==> src/rtl/tx_char_buf.sv <==
// rtl/tx_char_buf.sv - circular byte buffer that prints its contents to a UART, followed by CR/LF
// Push from the cipher datapath; print_buf drains a snapshot of the current contents.
module tx_char_buf #(
  parameter int DEPTH = 16
) (
  input  logic                     clk,
  input  logic                     rst,
  input  logic [7:0]               wr_data,
  input  logic                     wr_rdy,
  input  logic                     print_buf,
  input  logic                     tx_ready,
  output logic [7:0]               tx_data,
  output logic                     tx_valid,
  output logic [$clog2(DEPTH):0]   buf_count,
  output logic                     buf_full,
  output logic                     overflow
);

  localparam int AW = $clog2(DEPTH);
  localparam int CW = AW + 1;

  typedef enum logic [1:0] {
    IDLE    = 2'd0,
    DRAIN   = 2'd1,
    SEND_CR = 2'd2,
    SEND_LF = 2'd3
  } state_t;

  state_t          state;
  state_t          state_nxt;
  logic [7:0]      mem [DEPTH];
  logic [AW-1:0]   head;
  logic [AW-1:0]   tail;
  logic [CW-1:0]   drain_left;
  logic [CW-1:0]   drain_left_nxt;
  logic            pop;
  logic            push;
  logic            drop;
  logic            print_acc;

  assign buf_full = (buf_count == CW'(DEPTH));

  // A pop in the same cycle frees the slot, so a full buffer can still accept the byte.
  assign push = wr_rdy && (!buf_full || pop);
  assign drop = wr_rdy && buf_full && !pop;

  always_comb begin
    state_nxt      = state;
    drain_left_nxt = drain_left;
    tx_valid       = 1'b0;
    tx_data        = 8'h00;
    print_acc      = 1'b0;
    pop            = 1'b0;
    case (state)
      IDLE: begin
        if (print_buf) begin
          print_acc      = 1'b1;
          drain_left_nxt = buf_count;
          state_nxt      = (buf_count != '0) ? DRAIN : SEND_CR;
        end
      end
      DRAIN: begin
        tx_valid = 1'b1;
        tx_data  = mem[head];
        if (tx_ready) begin
          pop            = 1'b1;
          drain_left_nxt = drain_left - CW'(1);
          if (drain_left == CW'(1)) begin
            state_nxt = SEND_CR;
          end
        end
      end
      SEND_CR: begin
        tx_valid = 1'b1;
        tx_data  = 8'h0D;
        if (tx_ready) begin
          state_nxt = SEND_LF;
        end
      end
      SEND_LF: begin
        tx_valid = 1'b1;
        tx_data  = 8'h0A;
        if (tx_ready) begin
          state_nxt = IDLE;
        end
      end
      default: state_nxt = IDLE;
    endcase
  end

  always_ff @(posedge clk or negedge rst) begin
    if (!rst) begin
      state      <= IDLE;
      head       <= '0;
      tail       <= '0;
      buf_count  <= '0;
      drain_left <= '0;
      overflow   <= 1'b0;
    end else begin
      state      <= state_nxt;
      drain_left <= drain_left_nxt;
      buf_count  <= buf_count + CW'(push) - CW'(pop);
      if (pop) begin
        head <= head + AW'(1);
      end
      if (push) begin
        tail <= tail + AW'(1);
      end
      // A drop in the accepting cycle must still be reported, so set wins over clear.
      if (drop) begin
        overflow <= 1'b1;
      end else if (print_acc) begin
        overflow <= 1'b0;
      end
    end
  end

  always_ff @(posedge clk) begin
    if (push) begin
      mem[tail] <= wr_data;
    end
  end

endmodule
==> config.mk <==
export PLATFORM = sky130hd
export DESIGN_NAME = tx_char_buf
export DESIGN_NICKNAME = d
export VERILOG_FILES = /design/src/rtl/tx_char_buf.sv
export SDC_FILE = /design/constraint.sdc
export NUM_CORES = 1
export LEC_CHECK = 0
export ABC_AREA = 0
export CORE_MARGIN = 4
export CORE_UTILIZATION = 27
export DETAILED_ROUTE_END_ITERATION = 16
export DONT_BUFFER_PORTS = 1
export GPL_TIMING_DRIVEN = 1
export SYNTH_ARGS = -nofsm -noshare
export SYNTH_HDL_FRONTEND = slang
export SYNTH_SLANG_ARGS = --single-unit
==> constraint.sdc <==
create_clock -name clk -period 3.4 [get_ports clk]
set_clock_uncertainty 0.15 [all_clocks]
set_input_delay 0.34 -clock clk [delete_from_list [all_inputs] [get_ports clk]]
set_output_delay 0.34 -clock clk [all_outputs]
set_load 0.01 [all_outputs]
# == Yosys cells after proc, flatten, opt, wreduce, memory -nomap -nowiden ==
# Memory sizes are Yosys's and may differ from the RTL's.
# Index checks and enable logic that the tools add are counted.
# word_totals
ff_bits,21
ram_bits,128
input_bits,13
out_inout_bits,16
word_cells,55
n_memories,1
# mem_list
memory,depth,word_bits,read_ports,rd_ports_with_merged_regs,write_ports,line_no,text
mem,16,8,1,0,1,31,logic [7:0] mem [DEPTH];
# classes
n_addsub,5
n_eq_ne,10
muxes,20
n_reduce_logical,13
# op_table
op,n
$pmux 8 s3,1
$mux 2,6
$mux 5,2
$ne 2x2->1 const B,5
$pmux 5 s2,1
$mux 1,9
$add 4x1->4 const B,2
$pmux 2 s4,1
$add 5x1->5,1
$eq 5x1->1 const B,1
$eq 5x5->1 const B,1
$reduce_and 5->1,1
$reduce_bool 5->1,1
$sub 5x1->5,1
$sub 5x1->5 const B,1
$eq 2x2->1 const B,2
$reduce_bool 2->1,2
$logic_and 1x1->1,3
$reduce_and 3->1,1
$reduce_or 3->1,1
$eq 2x1->1 const B,1
$logic_not 1->1,2
$logic_not 2->1,1
$logic_or 1x1->1,1

# == Longest topological paths before layout ==
# Gate-level depths: netlist (run 1).
# logic_depth
word_depth,6
ltp_mapped,12
depth_no_buf,11

# == Worst setup path before layout (run 1) ==
# No wires, ideal clock.
# synth_timing
path_type,register to register
from,register state[1]
to,"memory mem[1][0], enable pin"
setup_time_ns,0.395
arrival_ns,2.060
t_required_ns,2.855
slack_ns,0.796
stages_incl_launch_ff,7
path_buffers,1
synth_period_minus_slack_ns,2.604
path_cell_list,dfrtp_1 inv_1 ha_1 clkbuf_1 and2_1 o21ai_1 nor4_1
# synth_between
elab_chain_cells,6
# synth_lines
item,line_no,text
"start, declared",29,state_t state;
"start signal, assigned",100,state <= state_nxt;
$eq 2x1->1,54,case (state)
$mux 1,54,
$logic_or 1x1->1,44,assign push = wr_rdy && (!buf_full || pop);
$logic_and 1x1->1,44,
$mux 1,119,if (push) begin
$mux 1 (not written as such),120,mem[tail] <= wr_data;
"end, declared",31,
# No other way between the ends.

# == Final worst setup path (run 1) ==
# layout_timing
from,register head[0]
to,output tx_data[1]
# layout_between
elab_chain_cells,2
# layout_lines
item,line_no,text
"start, declared",32,logic [AW-1:0] head;
"start signal, assigned",104,head <= head + AW'(1);
$mem_v2 16x8,--,
$pmux 8 s3,54,
"end, declared",12,"output logic [7:0] tx_data,"
# No other way between the ends.

==> flow_summary_export.csv, run 1 <==
group,metric,value,unit
synthesis,synthDistinctLibCells,47,
finish,drive_above_1_share,0.190,
sta,fin_crit_sh,0.869,
synthesis,synth_area_leader_cell,"edfxtp_1",
worst_setup_path,end_kind,"output pin",
synthesis,syn-cell-area,6310,µm²
grt,grt_overflow,0,
clock_tree,clock_sinks,149,
worst_setup_path,r2r-start,"state[1]",
worst_hold_path,min_to,"head[0]",
pwr,power_density,874,nW/µm²
worst_hold_path,hold_path_depth,2,
worst_setup_path,path_class,"reg2out",
worst_setup_path,worstSetupStartpointType,"flip-flop",
synthesis,syn_inst,362,
worst_setup_path,critPathMaxFanout,16,
synthesis,synth-seq-cells,149,
clock_tree,cts-hold-fix-buffers,11,
grt,grt_pass1_vias,3381,
placement,dp_hpwl,8840,µm
synthesis,yosysMostFrequentCell,"edfxtp_1",
worst_setup_path,cp.required,2.91,ns
synthesis,ys_seq_area_frac,0.692,
sta,slew_violations,0,
sta,hold_viol_final,0,
sta,period_minus_slack,2.96,ns
routing,routedWlPerCell,18.6,µm
routing,vias_per_cell,4.54,
floorplan,die_width,161,µm
synthesis,synthFlopType,"edfxtp_1",
routing,num_vias,3262,
synthesis,ys_async_sr_fraction,0.141,
worst_setup_path,ff2ff_setup_slack,0.76,ns
grt,antenna_found_initial,2,
synthesis,synth_edf_count,128,
worst_setup_path,crit_arrival,2.47,ns
synthesis,yosysWarningCount,0,
clock_tree,cts.reportedPaths.clkPinSlew,0.06,ns
flow_run,cap_violations,0,
floorplan,start_util,0.276,
grt,grt_max_degree,23,
grt,grt_pass1_wl,20900,µm
sta,finalSetupViolations,0,
finish,nNetsFinal,422,
synthesis,synth.area.top_cells,"edfxtp_1 (61%), mux4_2 (9.3%), dfrtp_1 (8.3%), mux2i_1 (3.5%), ha_1 (3.2%)",
worst_hold_path,min-delay-start,"tx_ready",
clock_tree,cts_buffers,17,
clock_tree,cts_tree,"yes",
clock_tree,cts_resized,0,
routing,drt_iter0_markers,187,
routing,drtPass1Iterations,5,
floorplan,die_h,161,µm
sta,max_freq,338,MHz
clock_tree,htree_levels,4,
clock_tree,cts-root-buf,"clkbuf_16",
floorplan,core,22800,µm²
clock_tree,insertion_delay,0.43,ns
floorplan,rows,55,
status,outcome,"completed",
clock_tree,post_cts_buffers,0,
pwr,total_leakage_power,2.57,nW
floorplan,dieArea,25900,µm²
sta,slew-limit-headroom,0.312,
routing,drtAntennaViolNets,0,
worst_setup_path,rr_worst_depth,6,
floorplan,ios,29,
sta,rsz0062_at_grt,"no",
finish,antenna_cells,0,
synthesis,syn_avg_cell_area,17.4,µm²
finish,post-route-util,0.327,
synthesis,synth_common_cells,"edfxtp_1 (128), mux4_2 (26), mux2i_1 (22)",
sta,worst_slew_pin_slew,1.03,ns
routing,drc,0,
synthesis,synth_fp_nets,392,
sta,setup_tns,0,ns
routing,drt-total-wl,13300,µm
pwr,ir_drop,0.415,mV
placement,gp_congestion,0.752,
synthesis,yosysTopAreaCellShare,0.609,
worst_setup_path,timing.rr.end,"mem[4][7]",
placement,numPortBuffers,0,
finish,area_delta_synth_final,18.4,%
clock_tree,cts_buffer_depth,2,
worst_hold_path,hold_path_class,"in2reg",
finish,fill_cells,2230,
grt,gr-usage-all-layers,0.108,
-- power by group --
part / switching, W / internal [W]
clock network: 0.000750 / 0.00124
registers: 0.000293 / 0.00228
logic: 0.00105 / 0.000912
total: 0.00210 / 0.00443
-- worst max-delay path, cell delays in order, from the launching register on --
cell and delay, ns:
dfrtp_2 0.60, buf_4 0.36, mux4_2 0.55, mux2i_1 0.14, nor2_1 0.06, a211o_1 0.31
-- stage by stage --
| step | hold slack (ns) | total power, W | setup slack, ns | std cells | cell area (µm²) |
|---|---|---|---|---|---|
| after floorplan | -0.106 | 0.00402 | 0.796 | 362 | 6310 |
| after global placement | -0.105 | 0.00450 | 0.779 | 675 | 6730 |
| after detailed placement | -0.105 | 0.00456 | 0.768 | 675 | 6730 |
| after CTS | 0.0121 | 0.00660 | 0.366 | 718 | 7470 |
| after global routing | 0.0256 | 0.00690 | 0.291 | 718 | 7470 |
| final | 0.0207 | 0.00653 | 0.445 | 718 | 7470 |
-- worst max-delay path by stage --
stage	from	to	slack (ns)
finish	head[0]	tx_data[1]	0.44
global route	head[0]	tx_data[1]	0.29
CTS	head[0]	tx_data[1]	0.37
detailed placement	state[1]	mem[6][7]	0.77
global placement	head[0]	tx_data[1]	0.78
floorplan	state[1]	mem[1][0]	0.80
-- layout by cell type (no fill, tap or decap), drive strengths merged, types with 4 or more instances in the layout --
cell type / n
a21oi: 6
and2: 10
buf: 14
bufinv: 4
clkbuf: 18
clkinv: 4
dfrtp: 21
dlygate4sd3: 11
edfxtp: 128
ha: 16
inv: 19
mux2i: 22
mux4: 29
nand2: 11
nand3: 6
nor2: 14
nor2b: 4
nor4: 4
o21ai: 12
o22ai: 5
xnor2: 8
-- registers in the layout (all words and copies together), names as in the netlist --
register / count
drain_left: 5
head: 4
buf_count: 5
mem: 128
state: 2
overflow: 1
tail: 4
-- final cells by class --
cell class              instances  area (µm²)  area share
clock buffers                  18         429      0.0574
clock inverters                14         199      0.0266
inverters                      15        56.3     0.00754
multi-input cells             184        1810       0.242
flip-flops and latches        149        4370       0.585
well taps                     313         392      0.0524
repair buffers                 25         215      0.0288
-- cells by family after synthesis --
kind of cell | synth area share
AOI/OAI and AO/OA | 0.0380
adders and majority gates | 0.0349
muxes | 0.144
xor gates and xnor gates | 0.0139
buffers and inverters | 0.0212
DFF | 0.692
and+or+nand+nor | 0.0563
-- per-layer routing --
metal  wire (µm)  GRT usage  up-vias
li1            -          -     1479
met1        5990      0.138     1702
met2        6590      0.173       57
met3         493     0.0323       20
met4         233     0.0419        4
met5          27          0        -
(Power assumes the default switching activity.)
==> run 2: changes to the inputs <==
Settings changed: CORE_MARGIN 4 to 2.
==> run 2 against run 1 <==
Against the previous run: core utilization is 0.20 points lower; cell area shrank 0.90%; power down 4.1%; flip-flop and latch count unchanged; first-iteration DRC count grew 41%; clock power down 14%; sequential power increased by 2%; largest cell class unchanged; clock-buffer cell count unchanged; die area shrank 4.9%; sequential share of layout area grew 0.53 points.
==> flow_summary_export.csv, run 2 (synthesis gave the netlist of run 1 again) <==
group,metric,value,unit
floorplan,core,22800,µm²
finish,max_flop_register,"mem",
sta,slew_violations,0,
routing,routedWlPerCell,18.1,µm
placement,numPortBuffers,0,
routing,drt-total-wl,13000,µm
sta,finalSetupViolations,0,
worst_setup_path,crit_arrival,2.51,ns
clock_tree,cts.reportedPaths.clkPinSlew,0.05,ns
grt,gr-usage-all-layers,0.113,
sta,worst_slew_pin_slew,0.966,ns
pwr,p_total,0.00626,W
sta,rsz0062_at_grt,"no",
finish,largest_reg_flops,128,
sta,period_minus_slack,3.00,ns
pwr,total_leakage_power,2.53,nW
worst_hold_path,min-delay-start,"tx_ready",
clock_tree,cts-root-buf,"clkbuf_16",
grt,grt_pass1_wl,20400,µm
floorplan,ios,29,
worst_hold_path,hold_path_class,"in2reg",
sta,setup_tns,0,ns
worst_setup_path,ff2ff_setup_slack,0.56,ns
routing,drc,0,
worst_setup_path,worstSetupStartpointType,"flip-flop",
pwr,cell_internal_pwr,0.00419,W
grt,grt_max_degree,22,
routing,drtAntennaViolNets,0,
clock_tree,cts_resized,0,
clock_tree,cts_buffer_depth,2,
sta,fin_crit_sh,0.882,
clock_tree,clock_sinks,149,
finish,area_delta_synth_final,17.3,%
pwr,sw_frac_of_total,0.330,
sta,max_freq,334,MHz
placement,dp_hpwl,8760,µm
finish,ff_latch_area,4370,µm²
clock_tree,insertion_delay,0.42,ns
finish,nNetsFinal,421,
worst_setup_path,cp.required,2.91,ns
pwr,power.share.combinational,0.309,
routing,vias_per_cell,4.46,
floorplan,start_util,0.277,
floorplan,die_h,157,µm
worst_setup_path,end_kind,"output pin",
floorplan,rows,55,
placement,gp_congestion,0.778,
grt,grt_overflow,0,
routing,drtPass1Iterations,4,
finish,multi_input_area,1840,µm²
worst_hold_path,hold_path_depth,2,
finish,post-route-util,0.325,
status,outcome,"completed",
routing,num_vias,3204,
pwr,power_density,845,nW/µm²
sta,slew-limit-headroom,0.354,
placement,pre_cts_ws,0.531,ns
finish,drive_above_1_share,0.191,
worst_hold_path,min_to,"head[0]",
flow_run,cap_violations,0,
pwr,ir_drop,0.368,mV
floorplan,die_width,157,µm
finish,layout_commonest_cell,"edfxtp_1",
pwr,clkPwrFrac,0.274,
pwr,seq_power_share,0.417,
worst_setup_path,rr_worst_depth,7,
clock_tree,cts_tree,"yes",
sta,hold_slack,0.0268,ns
finish,fill_cells,2171,
routing,drt_iter0_markers,263,
floorplan,dieArea,24600,µm²
worst_setup_path,path_class,"reg2out",
grt,grt_pass1_vias,3440,
clock_tree,cts_buffers,17,
clock_tree,htree_levels,4,
sta,worst_slack,0.402,ns
worst_setup_path,critPathMaxFanout,18,
pwr,power.switching,0.00206,W
finish,most-common-layout-cells,"edfxtp_1 (128), mux4_2 (26), mux2i_1 (22)",
grt,antenna_found_initial,1,
worst_setup_path,r2r-start,"buf_count[2]",
worst_setup_path,timing.rr.end,"mem[12][3]",
sta,hold_viol_final,0,
finish,reg_top3,"mem (128), buf_count (5), drain_left (5)",
## run 2: power by group through the flow
stage / Clock (W) / Combinational (W) / Sequential, W
after floorplan: 0 / 0.00156 / 0.00246
after global placement: 0 / 0.00187 / 0.00264
after detailed placement: 0 / 0.00191 / 0.00266
after CTS: 0.00174 / 0.00197 / 0.00262
after global routing: 0.00184 / 0.00214 / 0.00265
final: 0.00171 / 0.00193 / 0.00261
## run 2: how the worst max path moves through the flow
| stage | end | from | cells past startpoint | slack [ns] |
|---|---|---|---|---|
| finish | tx_data[1] | head[0] | 5 | 0.40 |
| global route | tx_data[1] | head[0] | 5 | 0.27 |
| CTS | tx_data[1] | head[0] | 5 | 0.33 |
| detailed placement | mem[12][7] | buf_count[2] | 7 | 0.53 |
| global placement | mem[12][5] | buf_count[2] | 7 | 0.72 |
| floorplan | mem[1][0] | state[1] | 6 | 0.80 |
## run 2: final cells by class
type                       count  share of cell area
timing repair buffer          24              0.0280
clock inverter                14              0.0150
tap                          313              0.0529
sequential                   149               0.590
antenna                        1            0.000338
multi-input combinational    184               0.248
inverter                      15             0.00760
clock buffer                  18              0.0580
## run 2: per-layer routing
layer | vias up | track usage | wire length (µm) | part of all wire
met5 | - | 0 | 0 | 0
met4 | 0 | 0.0384 | 185 | 0.014
met3 | 12 | 0.0295 | 418 | 0.032
met2 | 56 | 0.189 | 6580 | 0.51
met1 | 1657 | 0.143 | 5800 | 0.45
li1 | 1479 | - | - | -
## run 2: metrics by stage
stage | area (µm²) | instances
2_1_floorplan | 6310 | 362
3_3_place_gp | 6750 | 674
3_5_place_dp | 6750 | 674
4_1_cts | 7400 | 717
5_1_grt | 7400 | 718
6_report | 7400 | 718
## run 2: what timing repair did
item,CTS,global route
buffers inserted,0,0
hold endpoints to repair,150,0
hold buffers,11,0
## run 2: worst max-delay path: stages (launching register included)
cell and delay, ns:
dfrtp_2 0.60, buf_4 0.39, mux4_2 0.56, mux2i_1 0.16, nor2_1 0.06, a211o_1 0.31
